## config.mk

```make
export PLATFORM = sky130hd
export DESIGN_NAME = memory_access
export DESIGN_NICKNAME = d
export VERILOG_FILES = /design/src/rtl/memory_access.sv
export SDC_FILE = /design/constraint.sdc
export NUM_CORES = 1
export LEC_CHECK = 0
export CAP_MARGIN = 20
export CORE_AREA = 3 3 124 126
export DETAILED_ROUTE_END_ITERATION = 6
export DIE_AREA = 0 0 127 129
export PLACE_DENSITY_LB_ADDON = 0.25
export SLEW_MARGIN = 15
export SYNTH_ARGS = -nofsm -noshare
export SYNTH_HDL_FRONTEND = slang
export SYNTH_SLANG_ARGS = --single-unit
```

## constraint.sdc

```tcl
create_clock -name clk -period 5 [get_ports clk]
set_clock_uncertainty 0.2 [all_clocks]
set_input_delay 0.5 -clock clk [delete_from_list [all_inputs] [get_ports clk]]
set_output_delay 0.5 -clock clk [all_outputs]
set_load 0.01 [all_outputs]
```

## src/rtl/memory_access.sv

```systemverilog
// Memory-access pipeline stage: registers the execute-stage op, issues at most one
// data-memory request per captured load/store, holds the pipe until dmem_ack, and
// formats load data / store lanes. Only DATA_WIDTH = 32 is supported.
module memory_access #(
  parameter int unsigned ADDRESS_WIDTH = 32,
  parameter int unsigned DATA_WIDTH    = 32
) (
  input  logic                     clk,
  input  logic                     rst,
  // execute side
  input  logic                     valid_e,
  input  logic                     flush_e,
  input  logic                     reg_write_e,
  input  logic                     mem_write_e,
  input  logic [1:0]               result_src_e,
  input  logic [2:0]               funct3_e,
  input  logic [DATA_WIDTH-1:0]    alu_result_e,
  input  logic [DATA_WIDTH-1:0]    write_data_e,
  input  logic [4:0]               rd_e,
  input  logic [ADDRESS_WIDTH-1:0] pc_plus4_e,
  // data memory
  output logic                     dmem_req,
  output logic                     dmem_we,
  output logic [ADDRESS_WIDTH-1:0] dmem_addr,
  output logic [31:0]              dmem_wdata,
  output logic [3:0]               dmem_be,
  input  logic                     dmem_ack,
  input  logic [31:0]              dmem_rdata,
  // writeback side
  output logic                     reg_write_m,
  output logic [1:0]               result_src_m,
  output logic [DATA_WIDTH-1:0]    alu_result_m,
  output logic [DATA_WIDTH-1:0]    read_data_m,
  output logic [4:0]               rd_m,
  output logic [ADDRESS_WIDTH-1:0] pc_plus4_m,
  // status
  output logic                     stall_m,
  output logic                     misaligned_m
);

  typedef enum logic [0:0] {StIdle, StBusy} state_e;

  localparam logic [1:0] SrcLoad = 2'b01;

  state_e                   state_q;
  logic                     valid_q;
  logic                     reg_write_q;
  logic                     mem_write_q;
  logic [1:0]               result_src_q;
  logic [2:0]               funct3_q;
  logic [DATA_WIDTH-1:0]    alu_result_q;
  logic [DATA_WIDTH-1:0]    write_data_q;
  logic [4:0]               rd_q;
  logic [ADDRESS_WIDTH-1:0] pc_plus4_q;

  // Halfword accesses need addr[0]=0 (lh/lhu/sh), words need addr[1:0]=0 (lw/sw).
  function automatic logic misalign_f(input logic [2:0] f3, input logic [1:0] a);
    logic bad;
    bad = 1'b0;
    if (f3[1:0] == 2'b01) begin
      bad = a[0];
    end else if (f3 == 3'b010) begin
      bad = |a;
    end
    return bad;
  endfunction

  logic       busy;
  logic       valid_in;
  logic       mem_op_in;
  logic       mem_kind_q;
  logic       misaligned;
  logic       is_load_q;
  logic [1:0] lsb;

  assign busy      = (state_q == StBusy);
  assign lsb       = alu_result_q[1:0];
  assign valid_in  = valid_e & ~flush_e;
  // A captured op only becomes a memory request if it is valid and aligned.
  assign mem_op_in = valid_in & ((result_src_e == SrcLoad) | mem_write_e)
                     & ~misalign_f(funct3_e, alu_result_e[1:0]);

  assign mem_kind_q = (result_src_q == SrcLoad) | mem_write_q;
  assign is_load_q  = (result_src_q == SrcLoad) & ~mem_write_q;
  assign misaligned = valid_q & mem_kind_q & misalign_f(funct3_q, lsb);

  // M register and FSM; everything holds while the memory access is outstanding.
  always_ff @(posedge clk or posedge rst) begin
    if (rst) begin
      state_q      <= StIdle;
      valid_q      <= 1'b0;
      reg_write_q  <= 1'b0;
      mem_write_q  <= 1'b0;
      result_src_q <= 2'b00;
      funct3_q     <= 3'b000;
      alu_result_q <= '0;
      write_data_q <= '0;
      rd_q         <= 5'd0;
      pc_plus4_q   <= '0;
    end else if (!stall_m) begin
      state_q      <= mem_op_in ? StBusy : StIdle;
      valid_q      <= valid_in;
      reg_write_q  <= reg_write_e;
      mem_write_q  <= mem_write_e;
      result_src_q <= result_src_e;
      funct3_q     <= funct3_e;
      alu_result_q <= alu_result_e;
      write_data_q <= write_data_e;
      rd_q         <= rd_e;
      pc_plus4_q   <= pc_plus4_e;
    end
  end

  // Request side: ack is only meaningful while a request is outstanding.
  always_comb begin
    stall_m      = busy & ~dmem_ack;
    dmem_req     = busy;
    dmem_we      = busy & mem_write_q;
    dmem_addr    = {alu_result_q[ADDRESS_WIDTH-1:2], 2'b00};
    misaligned_m = misaligned;
  end

  // Store lane selection: narrow data is replicated so any enabled lane sees it.
  always_comb begin
    dmem_be    = 4'b1111;
    dmem_wdata = write_data_q[31:0];
    case (funct3_q[1:0])
      2'b00: begin
        dmem_be    = 4'b0001 << lsb;
        dmem_wdata = {4{write_data_q[7:0]}};
      end
      2'b01: begin
        dmem_be    = lsb[1] ? 4'b1100 : 4'b0011;
        dmem_wdata = {2{write_data_q[15:0]}};
      end
      default: begin
        dmem_be    = 4'b1111;
        dmem_wdata = write_data_q[31:0];
      end
    endcase
  end

  // Load formatting; data is only presented in the cycle the load is acknowledged.
  logic [7:0]  byte_sel;
  logic [15:0] half_sel;
  logic [31:0] load_fmt;

  always_comb begin
    case (lsb)
      2'b00:   byte_sel = dmem_rdata[7:0];
      2'b01:   byte_sel = dmem_rdata[15:8];
      2'b10:   byte_sel = dmem_rdata[23:16];
      default: byte_sel = dmem_rdata[31:24];
    endcase
    half_sel = lsb[1] ? dmem_rdata[31:16] : dmem_rdata[15:0];
    case (funct3_q)
      3'b000:  load_fmt = {{24{byte_sel[7]}}, byte_sel};
      3'b100:  load_fmt = {24'h0, byte_sel};
      3'b001:  load_fmt = {{16{half_sel[15]}}, half_sel};
      3'b101:  load_fmt = {16'h0, half_sel};
      default: load_fmt = dmem_rdata;
    endcase
  end

  // Writeback side: stores never write a register; loads only in their ack cycle.
  always_comb begin
    read_data_m  = (busy & dmem_ack & is_load_q) ? load_fmt : '0;
    reg_write_m  = valid_q & reg_write_q & ~misaligned & ~stall_m & ~mem_write_q;
    result_src_m = result_src_q;
    alu_result_m = alu_result_q;
    rd_m         = rd_q;
    pc_plus4_m   = pc_plus4_q;
  end

endmodule

```

# Word level (Yosys, flattened, before mapping)
# Cells that the tools add are included.
[word_totals]
output_inout_bits = 176
mem_count = 0
input_bits = 145
reg_bits = 110
latch_bits = 0
wordCells = 61
mem_bits_ro = 0
ramBits = 0
[classes]
eq_ne = 11
magnitude_cmp = 0
n_shift = 1
n_mul = 0
addsub = 0
bitwise = 22
n_div = 0
reduce_logical = 5
n_mux = 12
[ops]
columns = ["op", "count"]
rows = [
  ["32-bit case mux with 4 select lines", 1],
  ["32-bit case mux with 2 select lines", 1],
  ["32-bit two-way mux", 1],
  ["8-bit case mux with 3 select lines", 1],
  ["16-bit two-way mux", 1],
  ["1-bit bitwise AND", 14],
  ["2-bit by 1-bit equality test with 1-bit output (second input constant)", 5],
  ["4-bit case mux with 2 select lines", 1],
  ["3-bit by 2-bit equality test with 1-bit output (second input constant)", 2],
  ["3-bit equality test (second input constant)", 2],
  ["1-bit NOT", 6],
  ["1-bit two-way mux", 5],
  ["2-bit zero test", 2],
  ["4-bit two-way mux", 1],
  ["2-bit OR reduction", 2],
  ["1-bit by 2-bit << shifter with 4-bit output (first input constant)", 1],
  ["3-bit by 1-bit equality test with 1-bit output (second input constant)", 1],
  ["3-bit zero test", 1],
  ["2-bit equality test (second input constant)", 1],
  ["1-bit OR", 2],
]

# Depth between registers and ports, before layout
[logic_depth]
ltp_word = 8
mapped_depth = 6
depth_no_buf = 4

# Worst setup path before layout
# No wires, ideal clock.
[synth_path]
kind = "register to output"
start = "register alu_result_q[0] (netlist: alu_result_m[0])"
end = "output port reg_write_m"
required_ps = 4300
path_buffers = 2
setup_slack_ps = 2586
arrival_time_ps = 1714
path_stages_with_launch = 6
cell_sequence = "dfrtp_1 -> buf_2 -> buf_1 -> nand3b_1 -> o21ai_0 -> a2111oi_0"
[synth_via]
elab_chain_len = 8
[synth_lines]
columns = ["element", "line", "text"]
rows = [
  ["start, declared", "51", "logic [DATA_WIDTH-1:0] alu_result_q;"],
  ["start signal, assigned", "107", "alu_result_q <= alu_result_e;"],
  ["2-bit OR reduction", "63", "bad = |a;"],
  ["1-bit two-way mux", "62", "end else if (f3 == 3'b010) begin"],
  ["1-bit two-way mux (*)", "60", "if (f3[1:0] == 2'b01) begin"],
  ["1-bit bitwise AND (*)", "85", "assign misaligned = valid_q & mem_kind_q & misalign_f(funct3_q, lsb);"],
  ["1-bit NOT (*)", "168", "reg_write_m = valid_q & reg_write_q & ~misaligned & ~stall_m & ~mem_write_q;"],
  ["1-bit bitwise AND (*) (3 in a row)", "168", ""],
  ["end, declared", "30", "output logic reg_write_m,"],
]
# Mark *: on every way between the ends. The rest lies on a longest branch, timed or not.

# Worst setup path after layout
[layout_path]
start = "register funct3_q[0]"
end = "output port read_data_m[3]"
[layout_via]
elab_chain_len = 3
word_cells_on_any_way = 6
classes_between = "eq/ne: 3; mux: 2; reduce/logical: 1"
[layout_lines]
columns = ["element", "line", "text"]
rows = [
  ["start, declared", "50", "logic [2:0] funct3_q;"],
  ["start signal, assigned", "106", "funct3_q <= funct3_e;"],
  ["3-bit equality test (tied with other cells)", "156", "case (funct3_q)"],
  ["32-bit case mux with 4 select lines (*)", "156", ""],
  ["32-bit two-way mux (*)", "167", "read_data_m = (busy & dmem_ack & is_load_q) ? load_fmt : '0;"],
  ["end, declared", "33", "output logic [DATA_WIDTH-1:0] read_data_m,"],
]
# Marked as above.

==> run metrics <==
synthesized flop and latch total=110; layout cells sized above 1=23.2%; routability cong.=0.917; via count=4718; Initial Util=between 30% and 40%; die height=129 microns; DP Wirelength=13.9 mm; leakage power=approximately 0.0035 uW; Hold Path Origin=pc_plus4_m[29]; Worst VDD drop=170 uV; Required @ worst endpoint=4.30 ns; Synth cell types=42; complex-gate fraction of the synthesized area=8.57%; Post-Synth XOR/XNOR Area=0%; Power Dens Cells=266 nW/um^2; Post-Layout Cell Count=922; Hold-fix buffers, CTS=0; fin crit share=between 70% and 80%; status=finished clean; grt total ovfl=0; CTS tree=built; number of routed nets with antenna violations=0; CP Cell Sequence=buf_4, nor3b_1, a22oi_1, a21oi_1, clkdlybuf4s50_1; # rows=44; Tmin final=approximately 3.8 ns; 1st-pass router iterations=5; Clk Latency, worst-skew pair=about 0.33 ns; antenna violations before repair=0; Design Area, Final=8960 sq um; CP max stage delay=0.86 ns; Mapped Avg Cell Area=~12 sq um; # port buffers=around 320; # placed instances=906; total CTS buffers=9; global-route wire length before repair=27.8 mm; Clock Tree Buf Depth=2; Post-Synthesis Cells=470; DR DRC count=0; Worst Path Max Fanout=16; # IOs=321; largest family of logic cells by synthesized area=multiplexers; synth warn=0; Core Region=roughly 14000 sq um; critical path's top delay family=buffers and inverters; Worst Setup End Kind=primary output; Resized cells post-CTS=0; Setup violations, final=0; Startpoint Class=register; Worst Setup SP=funct3_q[0]; number of diodes=0; setup TNS=0 ns; final wirelength=18.2 mm; Layout area overhead=57.4%; CTS root buf=clkbuf_16; max_cap viols=0; Adder-Cell Fraction of Synth Area=0%; Die Span X=roughly 130 microns; Post-Syn Area=5690 sq um; largest net degree at the start of global routing=76; post-CTS setup buffer count=0; Iteration-0 DRC Markers=260; Tot GR Track Use=21.5%; fmax=260 MHz; Simple-Gate Fraction of Synth Area=5.01%; Final Hold Vio Count=0; Reg-to-Reg Start=dmem_req; drt via density=5.12; post-synthesis mux area share=between 20% and 30%; Hold Path Class=reg2reg; nets@finish=878; DR WL/cell=between 15 and 20 microns; sequential cell area fraction in the yosys report=about half; Max transition margin=31.6%; CTS clk-pin slew, worst paths=around 0.080 ns; H-tree depth=3; CTS Sinks=110; worst slew pin tran=1.02 ns; vias in the first global route=approximately 5.0k; unrepaired setup endpoints after global routing=no; WP data arrival=3.15 ns; Worst Path Buf+Inv=2; slowest CP cell=nor3b_1; crit path kind=reg2out; die area=between 15000 and 20000 sq um; Placement Cell Area=8670 sq um; fin. max-slew vios=0
-- stage by stage --
stage	setup WS (ns)	utilization [%]	hold slack (ns)	power (uW)
3_3_place_gp	1.49	60.1	0.283	1690
6_report	1.15	62.1	0.308	2390
3_5_place_dp	1.45	60.1	0.288	1700
4_1_cts	1.16	62.1	0.309	2420
5_1_grt	0.979	62.1	0.318	2500
2_1_floorplan	1.40	-	0.271	1340
-- sequential cells by signal, indices dropped and copies added, names as in the netlist, 2 cells and up --
| name | flops |
|---|---|
| alu_result_m | 32 |
| pc_plus4_m | 32 |
| write_data_q | 32 |
| rd_m | 5 |
| funct3_q | 3 |
| result_src_m | 2 |
-- routing by layer --
| layer | up-vias | track usage [%] | share of wire [%] |
|---|---|---|---|
| li1 | 2152 | - | - |
| met1 | 2303 | 24.5 | 36 |
| met2 | 239 | 38.4 | 52 |
| met3 | 24 | 6.31 | 9.2 |
| met4 | 0 | 7.51 | 2.3 |
| met5 | - | 0 | 0 |
-- logic make-up after synthesis --
family	Yosys count
AOI/OAI and AO/OA	77
DFF	110
buffers and inverters	76
and+or+nand+nor	59
muxes	147
other	1
-- cell usage in the layout, fill, tap and decap left out, types with 2 or more instances in the layout --
master             n
clkdlybuf4s50_1  318
mux2_2           138
dfrtp_1          109
a21oi_1           25
nor2_1            21
o21ai_0           20
a22oi_1           14
nand2_1           12
clkbuf_16          9
mux2i_1            8
nand3_1            8
a31oi_1            8
buf_4              5
inv_1              3
nand2b_1           2
o21bai_1           2
nor2b_1            2
nor3_1             2
nand3b_1           2
conb_1             2
clkinvlp_4         2
clkinv_4           2
-- synthesized netlist by cell type (all sizes together) --
| cell | instances | share of area (%) |
|---|---|---|
| o21ai | 20 | 1.8 |
| buf | 60 | 7.4 |
| a31oi | 8 | 0.88 |
| a2111oi | 1 | 0.15 |
| nor3 | 2 | 0.18 |
| inv | 4 | 0.26 |
| nand2b | 2 | 0.22 |
| or3b | 1 | 0.15 |
| mux2i | 8 | 1.4 |
| nor3b | 1 | 0.13 |
| a21o | 2 | 0.29 |
| mux2 | 138 | 27 |
| nor2 | 22 | 1.5 |
| or2 | 2 | 0.22 |
| nand2 | 13 | 0.90 |
| a22oi | 14 | 1.8 |
| a31o | 1 | 0.15 |
| nor4b | 1 | 0.15 |
| a221oi | 1 | 0.26 |
| clkbuf | 11 | 1.1 |
| and2 | 1 | 0.11 |
| dlygate4sd1 | 1 | 0.15 |
| nand3b | 2 | 0.26 |
| nand3 | 8 | 0.70 |
| a21oi | 25 | 2.2 |
| conb | 1 | 0.066 |
| dfrtp | 110 | 48 |
| nor2b | 4 | 0.48 |
| a2bb2oi | 1 | 0.46 |
| o211a | 1 | 0.18 |
| o211ai | 1 | 0.13 |
| o21bai | 2 | 0.26 |
| mux4 | 1 | 0.40 |
-- worst paths after layout --
check | to | slack [ns] | cells past startpoint
max | read_data_m[3] | 1.15 | 5
min reg2reg | pc_plus4_m[29] | 0.31 | 1
min in group asynchronous | alu_result_m[25] | 0.52 | 2
max reg2reg | pc_plus4_m[30] | 2.74 | 3
min | pc_plus4_m[29] | 0.31 | 1
max in group asynchronous | write_data_q[7] | 3.02 | 3
-- power breakdown --
part	leakage (uW)	switching, uW	internal [uW]
combinational	0.00207	248	402
sequential	0.00128	68.6	962
clock	0.000137	354	350
-- final cells by class --
cell class | count | area, sq um
Inverter | 4 | 17.5
Tap cell | 184 | 230
Multi-Input combinational cell | 285 | 2440
Timing Repair Buffer | 323 | 3220
Fill cell | 1194 | 5460
Clock buffer | 9 | 225
Sequential cell | 110 | 2750
Clock inverter | 7 | 68.8
(Power assumes the default switching activity.)
==> edit, RTL diff (same flow settings) <==
Make the reset (`rst`) synchronous in one clocked block.
--- a/src/rtl/memory_access.sv
+++ b/src/rtl/memory_access.sv
@@ -85,7 +85,7 @@
   assign misaligned = valid_q & mem_kind_q & misalign_f(funct3_q, lsb);
 
   // M register and FSM; everything holds while the memory access is outstanding.
-  always_ff @(posedge clk or posedge rst) begin
+  always_ff @(posedge clk) begin
     if (rst) begin
       state_q      <= StIdle;
       valid_q      <= 1'b0;
Check against the original RTL: differs if rst is asserted again (counterexample within 4 cycles, from zero or initial values and one cycle with rst high); with rst held inactive, the same outputs for 10 cycles.
==> edit against the unedited design <==
  * Power down 6.9%
  * Largest power group unchanged
  * Synthesized cell count up 51%
  * Sequential cell count unchanged
  * Area after synthesis down 5.1%
  * Cell area down 3.3%
  * Wire length up 5.8%
  * Worst setup slack worse by 0.14 ns
  * Combinational power down 26%
  * Hold slack worse by 0.059 ns
  * First-iteration DRC count down 3.8%
==> edit: results (changes against the unedited design) <==
fin crit share = 79.8% (+2.8 points)
post-synthesis async set-or-reset flop share = 0% (-100 points)
Worst R2R Start = dmem_req
Worst-Skew Late Latency = 0.35 ns (+0.02 ns)
top_reg_cell synth = dfxtp_1
fraction of layout cells with a size suffix above 1 = 5.24% (-18 points)
Tot GR Track Use = 22.1% (+0.61 points)
leak pwr = 3.54 nW (+1.6%)
met3 usage = 7.43% (+1.1 points)
hold path start = pc_plus4_m[27]
status = complete, no violations
met2 usage = 37.8% (-0.65 points)
area of placed instances = 8340 um2 (-3.7%)
Critical Path Start = funct3_q[1]
WL met3 = 1720 um (+2.6%)
# fillers = 1337 (+12%)
Distinct cells, synth = 39 (-7.1%)
Finished Layout Cells = 1139 (+24%)
multi-input combinational area share = 30.7% (+3.4 points)
largest net degree at the start of global routing = 91 (+20%)
Hold WS = 0.249 ns (-0.0591 ns)
synth top area cells = dfxtp_1, nand2_1, a21oi_1
WL met2 = 9380 um (-1.2%)
FF+latch area = 2200 um2 (-20%)
portion of netlist area occupied by mux cells = 7.39% (-22 points)
met1 Usage GRT = 25.7% (+1.2 points)
Signal buffers = 325 (+0.62%)
worst vdd ir = 0.000220 V (+29%)
r2r setup slk = 2.93 ns (+0.19 ns)
-- edit: cell types whose count changed after synthesis, sizes merged, moves of 7 or more --
| cell | change |
|---|---|
| nand2 | +218 |
| mux2 | -120 |
| dfrtp | -110 |
| dfxtp | +110 |
| a21oi | +100 |
| clkbuf | +29 |
| a21o | +20 |
| mux2i | +9 |
| a22oi | -8 |
| a31oi | -8 |
| o21ai | -8 |
| nor2 | -7 |
-- edit: power breakdown --
| part | total [mW] | leakage (nW) | switching, mW | internal [mW] |
|---|---|---|---|---|
| registers | 0.976 | 0.916 | 0.0469 | 0.929 |
| logic | 0.484 | 2.48 | 0.197 | 0.287 |
| clock network | 0.761 | 0.151 | 0.330 | 0.431 |
-- edit: path summary, 6_finish.rpt --
kind / end / cells after the start
max reg2reg: alu_result_m[23] / 4
max: read_data_m[5] / 5
min: pc_plus4_m[27] / 2
min reg2reg: pc_plus4_m[27] / 2
